$ cat src/rtl/tmr_capture_compare.sv
// Capture/compare consumer for the shared timer count bus: samples the count on an
// external pin edge and flags when the count enters a programmed compare value.
module tmr_capture_compare #(
    parameter int unsigned WIDTH = 8
) (
    input  logic             clk,
    input  logic             reset,
    input  logic             en,
    input  logic [WIDTH-1:0] tmr_val,
    input  logic             cap_in,
    input  logic             cap_edge_sel,
    input  logic             cmp_wr,
    input  logic [WIDTH-1:0] cmp_data,
    input  logic             cap_ack,
    input  logic             cmp_ack,
    output logic [WIDTH-1:0] cap_val,
    output logic             cap_flag,
    output logic             cap_ovf,
    output logic             cmp_match,
    output logic             cmp_flag
);

    localparam int unsigned SETTLE_W   = 2;
    localparam logic [SETTLE_W-1:0] SETTLE_MAX = SETTLE_W'(3);

    logic                s1;
    logic                s2;
    logic                s3;
    logic [SETTLE_W-1:0] settle_cnt;
    logic [WIDTH-1:0]    cmp_reg;
    logic                prev_eq;

    logic                rise_c;
    logic                fall_c;
    logic                cap_evt_c;
    logic                eq_c;
    logic                cmp_evt_c;

    // Edge qualification: pin edges are ignored until the settle counter saturates
    always_comb begin
        rise_c    = s2 & ~s3;
        fall_c    = ~s2 & s3;
        cap_evt_c = en && (settle_cnt == SETTLE_MAX) && (cap_edge_sel ? rise_c : fall_c);
        eq_c      = (tmr_val == cmp_reg);
        cmp_evt_c = en & eq_c & ~prev_eq;
    end

    // Pin synchronizer plus one stage of edge history; runs regardless of en
    always_ff @(posedge clk) begin
        if (reset) begin
            s1 <= 1'b0;
            s2 <= 1'b0;
            s3 <= 1'b0;
        end else begin
            s1 <= cap_in;
            s2 <= s1;
            s3 <= s2;
        end
    end

    always_ff @(posedge clk) begin
        if (reset) begin
            settle_cnt <= '0;
        end else if (settle_cnt != SETTLE_MAX) begin
            settle_cnt <= settle_cnt + SETTLE_W'(1);
        end
    end

    // Capture: a pending flag preserves the first value; a same-cycle ack lets the new edge win
    always_ff @(posedge clk) begin
        if (reset) begin
            cap_val  <= '0;
            cap_flag <= 1'b0;
            cap_ovf  <= 1'b0;
        end else if (cap_evt_c) begin
            if (!cap_flag || cap_ack) begin
                cap_val  <= tmr_val;
                cap_flag <= 1'b1;
                if (cap_ack) begin
                    cap_ovf <= 1'b0;
                end
            end else begin
                cap_ovf <= 1'b1;
            end
        end else if (cap_ack) begin
            cap_flag <= 1'b0;
            cap_ovf  <= 1'b0;
        end
    end

    // Compare: fires only on entry into equality; prev_eq tracks even while disabled
    always_ff @(posedge clk) begin
        if (reset) begin
            cmp_reg   <= '1;
            prev_eq   <= 1'b1;
            cmp_match <= 1'b0;
            cmp_flag  <= 1'b0;
        end else begin
            if (cmp_wr) begin
                cmp_reg <= cmp_data;
            end
            prev_eq   <= eq_c;
            cmp_match <= cmp_evt_c;
            if (cmp_evt_c) begin
                cmp_flag <= 1'b1;
            end else if (cmp_ack) begin
                cmp_flag <= 1'b0;
            end
        end
    end

endmodule

$ cat config.mk
export PLATFORM = sky130hd
export DESIGN_NAME = tmr_capture_compare
export DESIGN_NICKNAME = d
export VERILOG_FILES = /design/src/rtl/tmr_capture_compare.sv
export SDC_FILE = /design/constraint.sdc
export NUM_CORES = 1
export LEC_CHECK = 0
export ABC_AREA = 1
export BUFFER_PORTS_ARGS = -buffer_cell sky130_fd_sc_hd__buf_4
export CAP_MARGIN = 20
export CORE_UTILIZATION = 48
export CTS_CLUSTER_SIZE = 12
export DETAILED_ROUTE_END_ITERATION = 6
export PLACE_DENSITY = 0.85
export SYNTH_ARGS = -nofsm -noshare
export SYNTH_HDL_FRONTEND = slang
export SYNTH_SLANG_ARGS = --single-unit
$ cat constraint.sdc
create_clock -name clk -period 1.3 [get_ports clk]
set_input_delay 0.26 -clock clk [delete_from_list [all_inputs] [get_ports clk]]
set_output_delay 0.26 -clock clk [all_outputs]
set_load 0.1 [all_outputs]
## Yosys cells after proc, flatten, opt, wreduce, memory -nomap -nowiden

Index checks and enable logic that the tools add are counted.

- Flip-flop bits (word level): 26
- Latch bits: 0
- Memory bits (writable): 0
- ROM bits: 0
- Bits of input ports: 24
- Output and inout port bits: 12
- Word-level logic and storage cells: 40
- Memories: 0

- Add/sub/neg operators: 1
- $mul: 0
- Divide/modulo/power cells: 0
- Order comparisons: 0
- Equality and inequality tests: 4
- Shift-type cells: 0
- Multiplexer cells: 9
- Bitwise operators: 7
- Reductions and logical operators: 8

Operator list:

| kind | number |
|---|---|
| two-way mux 1 bit | 9 |
| == test 8 bit | 1 |
| bitwise AND 1 bit | 4 |
| AND reduction 2 bit | 2 |
| nonzero test 2 bit | 2 |
| NOT 1 bit | 3 |
| adder 2 x 1 -> 2 bit (second input constant) | 1 |
| == test 2 bit (second input constant) | 1 |
| logical AND 1 bit | 2 |
| inequality test 2 x 1 -> 1 bit (second input constant) | 1 |
| inequality test 2 bit (second input constant) | 1 |
| zero test 1 bit | 1 |
| logical OR 1 bit | 1 |

## Longest topological paths before layout

Gate-level depths: netlist (run 1).

- Depth after elaboration: 6
- Mapped depth: 7
- Mapped depth without buffers: 7

## Worst setup path before layout (run 1)

OpenSTA, ideal clock, no wires.

- Path kind: reg2reg
- Start point: reg cap_flag
- End point: reg cap_val[0]
- Library setup time: 0.117 ns
- Arrival: 1.671 ns
- Required time: 1.183 ns
- Path slack: -0.487 ns
- Stages on the path, launching flop included: 6
- Path buffers: 0
- Period minus slack after synthesis: 1.787 ns
- Cell sequence: dfxtp_1 > nand2_1 > inv_1 > nor2_4 > nor2_1 > nor2_1

- Cells in the longest elaborated chain, start to end: 3

RTL lines:

| what | line | source |
|---|---|---|
| start, declared | 17 | `output logic cap_flag,` |
| start signal, assigned | 73 | `cap_flag <= 1'b0;` |
| start signal, assigned | 78 | `cap_flag <= 1'b1;` |
| start signal, assigned | 86 | `cap_flag <= 1'b0;` |
| zero test 1 bit | 76 | `if (!cap_flag \|\| cap_ack) begin` |
| logical OR 1 bit | 76 |  |
| AND reduction 2 bit (no source line) | n/a |  |
| end signal, assigned | 77 | `cap_val <= tmr_val;` |
| end, declared | 16 | `output logic [WIDTH-1:0] cap_val,` |

No other way between the ends.
A chain may end at the register's enable or synchronous reset.

## Worst setup path in the final report (run 1)

- Start point: reg cap_flag
- End point: out cap_flag

No word-level cell between the ends.

==> impl_metrics.yaml, run 1 <==
cts:
  clkTransAtPathRegs_ns: 0.14
  cts_tree: "yes"
  cts-buffers-inserted: 3
  htree_levels: 1
  ctsHoldBuffers: 0
  clockRootBuffer: "clkbuf_4"
  clk_path_buf_depth: 2
  clock_latency_ns: 0.32
  cts.sinks: 26
cells_and_area:
  area_growth_pct: 37.0
  regArea_sq_um: 531
  final_area_sq_um: 1510
  postLayoutCoreUtil_pct: 73.3
  layout-drive-gt1-share_pct: 28.9
  nFillCells: 153
  multiInputGateArea_sq_um: 519
  num-nets-final: 216
  mostFrequentLayoutCell: "buf_4"
  final_cell_mix: "buf_4, nand2_1, nor2_1"
  diodes: 0
detailed_routing:
  wl_met1_um: 1040
  detailroute.wirelength.met2_um: 1240
  wl_um: 2440
  viasPerCell: 4.82
  drtIter0Drc: 23
  wl_met3_um: 117
  dr.max_layer_used: "met4"
  drc: 0
  ant_nets: 0
  wl_per_cell_um: 11.2
  dr.pass1.iters: 4
  vias: 1047
worst_setup_path:
  worstPathRequired_ns: 1.04
  endpoint: "cap_flag"
  critical_path.top_delay_family: "flip-flops"
  cp_slowest_stage_delay_ns: 0.38
  worstPathMaxFanout: 3
  path_cells: "buf_4"
  rr_worst_depth: 7
  path_buf_inv: 1
  path_class: "reg -> out"
  critPathArrivalTime_ns: 0.98
  cp-end-kind: "output pin"
  slowest_stage: "dfxtp_4"
  path_depth: 1
  start_kind: "flip-flop"
  worstSetupStartpoint: "cap_flag$_SDFFE_PP0P_"
  r2r-end: "cap_val[0]$_SDFFE_PP0P_"
  rrSetupSlack_ns: 0.06
  worstReg2RegStart: "settle_cnt[0]$_SDFFE_PP0P_"
die:
  fp.dieArea_sq_um: 2500
  coreArea_sq_um: 2060
  rows: 16
  die_x_um: 50.0
  initial_core_util_pct: 53.5
  ios: 36
  die_h_um: 50.0
yosys:
  syn_area_per_cell_sq_um: 7.41
  synth_top_cell_by_area: "dfxtp_1"
  synth_nets: 174
  yosys-top-cells-area: "dfxtp_1, nand2_1, nor2_1, inv_1, xnor2_1"
  yosysWarningCount: 0
  synth_top_cell_area_share_pct: 47.2
  ys_ff_latch: 26
  ys_types: 18
  syn_area_sq_um: 1100
  syn_inst: 149
  synth.yosys.seq_area_share_pct: 47.2
global_route:
  grt_pass1_wl_um: 4130
  grt_max_degree: 16
  grt_pass1_vias: 1006
  track_usage_pct: 22.0
  antenna_found_initial: 0
  grt-ovfl-total: 0
hold_path:
  hp-class: "in -> reg"
  holdPathStages: 2
placement:
  dp_hpwl_um: 1750
  port_buffers: 35
  placed_area_sq_um: 1410
  place.gp.congestion: 0.829
job:
  max_cap_viol_count: 0
sta:
  worst_slew_pin_slew_ns: 0.311
  drv_slew: 0
  period_share_pct: 95.7
  min_period_ns: 1.24
  max-slew-margin-rel_pct: 79.2
  hold_slack_ns: 0.133
  hold_violations: 0
  finalSetupViolCount: 0
  fin_skew_ns: 0.00132
  rsz0062_at_grt: "no"
  fmax_mhz: 804
power_and_ir_drop:
  leakagePower_nw: 0.754
  ir_drop_mv: 0.813
  p_per_area_nw_per_um2: 1100
status:
  status: "finished clean"
==> layout make-up <==
cell class / instances / share of cell area [%]
Clock buffer: 3 / 1.49
Sequential cell: 26 / 35.1
Timing Repair Buffer: 39 / 19.4
Tap cell: 27 / 2.24
Inverter: 22 / 5.46
Multi-Input combinational cell: 99 / 34.4
Clock inverter: 1 / 1.99
==> through the flow <==
step	total power, W	std cells	worst slack, ns	TNS (ns)
after global routing	0.00173	217	0.000289	0
final	0.00166	217	0.0556	0
after detailed placement	0.00110	211	-0.0421	-0.0421
after global placement	0.00109	211	0.0824	0
after floorplan	0.00101	149	0.0746	0
after CTS	0.00165	216	0.00114	0
==> worst min path at each step <==
stage | from | end
floorplan | reset | cap_flag$_SDFFE_PP0P_
global placement | s1$_SDFF_PP0_ | s2$_SDFF_PP0_
detailed placement | s1$_SDFF_PP0_ | s2$_SDFF_PP0_
CTS | reset | s2$_SDFF_PP0_
global route | reset | cap_flag$_SDFFE_PP0P_
finish | reset | s2$_SDFF_PP0_
==> cell families after synthesis <==
group,after synthesis,synth area share [%]
AO/OA/AOI/OAI,9,5.44
flip-flops,26,47.2
buffers and inverters,25,8.62
XOR/XNOR,7,5.56
adder cells (fa/ha/maj),1,1.13
AND/OR/NAND/NOR,81,32.1
==> per-layer routing <==
metal / track usage (%) / up-vias
li1: - / 545
met1: 24.7 / 463
met2: 37.8 / 35
met3: 4.63 / 4
met4: 12.9 / 0
met5: 0 / -
==> synthesized netlist by cell type <==
master / n
nand2_1: 37
dfxtp_1: 26
nor2_1: 23
inv_1: 22
nand3_1: 9
nand4_1: 8
xnor2_1: 7
a21oi_1: 4
o21ai_0: 3
clkbuf_1: 2
a21oi_2: 1
buf_2: 1
ha_1: 1
nand3_2: 1
nand3b_1: 1
nor2_4: 1
nor3_1: 1
o21ai_4: 1
==> where the power goes <==
group          switching [W]  leakage [nW]  internal (W)  total (W)
clock network       0.000245        0.0279      0.000312   0.000557
registers          0.0000286         0.215      0.000837   0.000865
logic               0.000128         0.511      0.000114   0.000243
total               0.000401         0.754       0.00126    0.00166
==> timing repair <==
| item | 4_1_cts | 5_1_grt |
|---|---|---|
| endpoints found under the setup margin | 9 | 8 |
| buffers inserted | 0 | 1 |
| pin swaps | 1 | 3 |
| resized for setup | 3 | 6 |
| endpoints found under the hold margin | 0 | 0 |
| cloned | 1 | 0 |
Power figures use the tool's default switching activity.
==> run 2, diff against run 1 <==
--- a/config.mk
+++ b/config.mk
@@ -5,10 +5,9 @@
 export SDC_FILE = /design/constraint.sdc
 export NUM_CORES = 1
 export LEC_CHECK = 0
-export ABC_AREA = 1
 export BUFFER_PORTS_ARGS = -buffer_cell sky130_fd_sc_hd__buf_4
 export CAP_MARGIN = 20
-export CORE_UTILIZATION = 48
+export CORE_UTILIZATION = 47
 export CTS_CLUSTER_SIZE = 12
 export DETAILED_ROUTE_END_ITERATION = 6
 export PLACE_DENSITY = 0.85
==> run 2 against run 1 <==
The flow now finishes with violations (negative setup slack). Sequential power is 0.7% lower. Largest cell class unchanged. Fmax down 19%. Utilization down 4.5 points. Combinational power decreased by 14%. Largest power group unchanged. Synthesized cell count shrank 34%. Area after synthesis down 7.9%. Register-to-register slack worse by 0.29 ns. Clock skew is 0.0042 ns higher. Final area fell by 8.9%. First-iteration DRC count fell by 57%.
==> impl_metrics.yaml, run 2 <==
yosys:
  yosys-top-cells-area: "dfxtp_1, mux2i_1, xor2_1, a211o_1, nor2b_1"
  synth.yosys.seq_area_share_pct: 51.2
  ys_types: 18
  ys_ff_latch: 26
  synth_edf_count: 0
  syn_area_per_cell_sq_um: 10.4
  synth.most_common_cell: "dfxtp_1"
  synth_top_cell_area_share_pct: 51.2
  synth-main-ff-cell: "dfxtp_1"
  syn_area_sq_um: 1020
  yosysWarningCount: 0
  yosys-top-cells-count: "dfxtp_1, nor2_1, nor2b_1"
  synth_top_cell_by_area: "dfxtp_1"
  synth_nets: 123
  syn_inst: 98
  synthArstFlopShare_pct: 0
cts:
  cts_tree: "yes"
  cts-buffers-inserted: 3
  clockRootBuffer: "clkbuf_4"
  clkTransAtPathRegs_ns: 0.13
  htree_levels: 1
  cts.sinks: 26
  clock_latency_ns: 0.32
  clk_path_buf_depth: 2
detailed_routing:
  drc: 0
  dr.pass1.iters: 3
  wl_per_cell_um: 11.5
  wl_um: 1900
  viasPerCell: 4.83
  vias: 797
  drtIter0Drc: 10
  ant_nets: 0
cells_and_area:
  final_cell_mix: "buf_4, dfxtp_1, nor2_1"
  diodes: 0
  layout-drive-gt1-share_pct: 36.2
  area_growth_pct: 35.6
  num-nets-final: 165
  mostFrequentLayoutCell: "buf_4"
global_route:
  track_usage_pct: 17.1
  grt_pass1_wl_um: 3040
  grt_max_degree: 27
  antenna_found_initial: 0
  grt_pass1_vias: 763
  grt-ovfl-total: 0
worst_setup_path:
  path_class: "reg -> reg"
  critPathArrivalTime_ns: 1.75
  start_kind: "flip-flop"
  cp-end-kind: "flip-flop"
  slowest_stage: "or3b_4"
  worstPathMaxFanout: 4
  path_cells: "or3b_4, a221oi_4, buf_4, mux2i_1, nor2_1"
  path_buf_inv: 1
  rr_worst_depth: 5
  path_depth: 5
  worstPathRequired_ns: 1.52
  critical_path.top_delay_family: "simple AND/OR/NAND/NOR gates"
  cp_slowest_stage_delay_ns: 0.40
sta:
  period_share_pct: 118
  drv_slew: 0
  fmax_mhz: 650
  fin_ws_ns: -0.238
  min_period_ns: 1.54
  fin_skew_ns: 0.00554
  finalSetupViolCount: 8
  worst_slew_pin_slew_ns: 0.288
  max-slew-margin-rel_pct: 80.6
  hold_violations: 0
  hold_slack_ns: 0.0985
  rsz0062_at_grt: "yes"
  timing.setup.tns_ns: -1.73
placement:
  pre_cts_ws_ns: -0.317
  port_buffers: 35
  dp_hpwl_um: 1420
  place.gp.congestion: 0.721
die:
  coreArea_sq_um: 2000
  rows: 16
  fp.dieArea_sq_um: 2350
  die_x_um: 48.5
  ios: 36
  initial_core_util_pct: 50.7
  die_h_um: 48.5
power_and_ir_drop:
  ir_drop_mv: 0.704
  leakagePower_nw: 0.586
  p_per_area_nw_per_um2: 1020
hold_path:
  hp-class: "in -> reg"
  holdPathStages: 2
status:
  status: "finished, violations left"
  violations: "negative setup slack"
job:
  max_cap_viol_count: 0
==> run 2: final cells by class <==
class / count / area (sq um)
clock buffers: 3 / 22.5
well taps: 27 / 33.8
inverters: 1 / 3.75
repair buffers: 41 / 315
flip-flops and latches: 26 / 526
fillers: 167 / 624
multi-input cells: 67 / 477
==> run 2: logic make-up (layout without fill, tap and decap cells) <==
family | count (synthesis) | in the layout | share of synthesized area (%)
AOI/OAI and AO/OA | 13 | 13 | 11.5
xor gates and xnor gates | 9 | 9 | 7.76
and+or+nand+nor | 35 | 35 | 17.6
DFF | 26 | 26 | 51.2
adders and majority gates | 1 | 1 | 1.23
buffers and inverters | 5 | 45 | 1.85
muxes | 9 | 9 | 8.87
==> run 2: final timing paths <==
kind | startpoint | to | slack, ns
max | s3$_SDFF_PP0_ | cap_val[5]$_SDFFE_PP0P_ | -0.24
min | cap_ack | cap_ovf$_SDFF_PP0_ | 0.1
max reg2reg | s3$_SDFF_PP0_ | cap_val[5]$_SDFFE_PP0P_ | -0.24
min reg2reg | s1$_SDFF_PP0_ | s2$_SDFF_PP0_ | 0.45
==> run 2: repair_timing <==
action	in CTS	in global routing
setup endpoints to repair	8	10
setup buffers	0	0
gates resized for setup	2	3
pin swaps	0	1
hold buffers	0	0
==> run 2: routing by layer <==
layer	share of wire, %	track usage, %
met1	45	17.2
met5	0	0
met4	0	7.35
met3	4.4	3.77
met2	51	33.1
==> run 2: report_power, final <==
group | internal [W] | switching (W) | leakage (nW) | total (W)
registers | 0.000838 | 0.0000207 | 0.215 | 0.000859
logic | 0.000119 | 0.0000908 | 0.358 | 0.000210
clock network | 0.000109 | 0.000226 | 0.0138 | 0.000335
==> run 2: through the flow <==
stage,std cells,total power (W),utilization [%],area [sq um]
floorplan,98,0.000983,-,1020
global placement,162,0.00107,67.1,1340
detailed placement,162,0.00108,67.1,1340
CTS,165,0.00142,68.5,1370
global route,165,0.00147,68.8,1380
finish,165,0.00140,68.8,1380
==> run 3, diff against run 2 <==
==> constraint.sdc (replaced) <==
create_clock -name clk -period 1.3 [get_ports clk]
set_input_delay 0.13 -clock clk [delete_from_list [all_inputs] [get_ports clk]]
set_output_delay 0.13 -clock clk [all_outputs]
set_load 0.1 [all_outputs]
==> run 3 against run 2 <==
The flow still finishes with violations (negative setup slack). Sequential share of layout area down 2.8 points. Setup slack worse by 0.020 ns. Clock-buffer cell count is the same. Power up 16%. Utilization up 5.0 points. Critical path type unchanged.
==> impl_metrics.yaml, run 3 (synthesized netlist as in run 2, its figures left out) <==
status:
  status: "finished, violations left"
  violations: "negative setup slack"
cells_and_area:
  mostFrequentLayoutCell: "buf_4"
  postLayoutCoreUtil_pct: 73.8
  multiInputGateArea_sq_um: 477
  final_area_sq_um: 1480
  final_cell_mix: "buf_4, dfxtp_1, nor2_1"
  instances_no_fill: 173
  num-nets-final: 172
  area_growth_pct: 45.4
  diodes: 0
  layout-drive-gt1-share_pct: 32.9
  nFillCells: 154
  regArea_sq_um: 523
sta:
  hold_violations: 0
  max-slew-margin-rel_pct: 81.4
  finalSetupViolCount: 8
  min_period_ns: 1.56
  worst_slew_pin_slew_ns: 0.282
  period_share_pct: 120
  fin_skew_ns: 0.0155
  hold_slack_ns: 0.0144
  fmax_mhz: 642
  rsz0062_at_grt: "yes"
  drv_slew: 0
  fin_ws_ns: -0.258
detailed_routing:
  drc: 0
  ant_nets: 0
  drtIter0Drc: 5
  dr.pass1.iters: 2
  vias: 842
  wl_per_cell_um: 12.1
  wl_um: 2100
  viasPerCell: 4.87
die:
  coreArea_sq_um: 2000
  initial_core_util_pct: 50.7
  die_x_um: 48.5
  fp.dieArea_sq_um: 2350
  ios: 36
  die_h_um: 48.5
  rows: 16
power_and_ir_drop:
  leakagePower_nw: 0.628
  p_int_w: 0.00128
  pwr-share-seq_pct: 52.5
  combinationalPowerShare_pct: 13.8
  finalPower_w: 0.00163
  ir_drop_mv: 0.983
  p_clk_share_pct: 33.6
  swShare_pct: 21.5
  power_switching_w: 0.000350
  p_per_area_nw_per_um2: 1100
hold_path:
  hp-class: "in -> reg"
  hold_start: "cmp_data[4]"
  holdPathStages: 2
  worstHoldEndpoint: "cmp_reg[4]$_SDFFE_PP1P_"
global_route:
  grt-ovfl-total: 0
  grt_max_degree: 27
  grt_pass1_vias: 862
  grt_pass1_wl_um: 3520
  antenna_found_initial: 0
  track_usage_pct: 19.2
placement:
  place.gp.congestion: 0.722
  placed_cells: 161
  port_buffers: 35
  dp_hpwl_um: 1470
  placed_area_sq_um: 1340
worst_setup_path:
  rr_worst_depth: 5
  path_class: "reg -> reg"
  start_kind: "flip-flop"
  cp-end-kind: "flip-flop"
  r2r-end: "cap_val[4]$_SDFFE_PP0P_"
  critPathArrivalTime_ns: 1.77
  worstPathMaxFanout: 4
  worstPathRequired_ns: 1.51
  rrSetupSlack_ns: -0.26
  worstReg2RegStart: "s2$_SDFF_PP0_"
job:
  max_cap_viol_count: 0
cts:
  cts-buffers-inserted: 3
  cts_tree: "yes"
  cts.sinks: 26
  clkTransAtPathRegs_ns: 0.15
  clockRootBuffer: "clkbuf_4"
  htree_levels: 1
  clk_path_buf_depth: 2
  clock_latency_ns: 0.32
run 3: layout make-up:
| class | count | area share (%) |
|---|---|---|
| Clock inverter | 1 | 2.03 |
| Inverter | 1 | 0.254 |
| Multi-Input combinational cell | 67 | 32.3 |
| Tap cell | 27 | 2.29 |
| Sequential cell | 26 | 35.4 |
| Timing Repair Buffer | 48 | 26.2 |
| Clock buffer | 3 | 1.52 |
run 3: power groups by stage:
stage | Clock (W) | Combinational [W] | Sequential, W
4_1_cts | 0.000551 | 0.000210 | 0.000856
5_1_grt | 0.000603 | 0.000248 | 0.000861
3_3_place_gp | 0 | 0.000200 | 0.000871
3_5_place_dp | 0 | 0.000206 | 0.000873
2_1_floorplan | 0 | 0.000104 | 0.000878
6_report | 0.000548 | 0.000225 | 0.000856
run 3: worst max path at each step:
stage / start / endpoint / depth (start not counted)
4_1_cts: s2$_SDFF_PP0_ / cap_val[3]$_SDFFE_PP0P_ / 5
3_5_place_dp: s3$_SDFF_PP0_ / cap_val[4]$_SDFFE_PP0P_ / 5
6_report: s2$_SDFF_PP0_ / cap_val[4]$_SDFFE_PP0P_ / 5
3_3_place_gp: s3$_SDFF_PP0_ / cap_val[3]$_SDFFE_PP0P_ / 5
5_1_grt: s2$_SDFF_PP0_ / cap_val[5]$_SDFFE_PP0P_ / 5
2_1_floorplan: s2$_SDFF_PP0_ / cap_val[0]$_SDFFE_PP0P_ / 4
run 3: critical path: stages (launching register included):
cell	delay [ns]
dfxtp_2	0.35
or3b_4	0.39
a221oi_4	0.28
buf_6	0.17
mux2i_1	0.20
nor2_1	0.06
run 3: what timing repair did:
item,4_1_cts,5_1_grt
hold buffers,1,7
resized for setup,2,1
setup buffers,0,0
cloned,0,0
pin swaps,0,2
endpoints found under the setup margin,8,9
endpoints found under the hold margin,1,7
run 3: routing by layer:
layer | global-route usage, % | up-vias | share of wire [%]
met5 | 0 | - | 0
met3 | 3.14 | 2 | 3.6
li1 | - | 428 | -
met2 | 37.1 | 20 | 53
met1 | 20.6 | 392 | 42
met4 | 7.35 | 0 | 0.90
run 3: per-stage QoR:
step / setup WS (ns) / TNS, ns
after floorplan: -0.251 / -2.01
after global placement: -0.168 / -1.22
after detailed placement: -0.220 / -1.58
after CTS: -0.243 / -1.80
after global routing: -0.315 / -2.48
final: -0.258 / -1.82
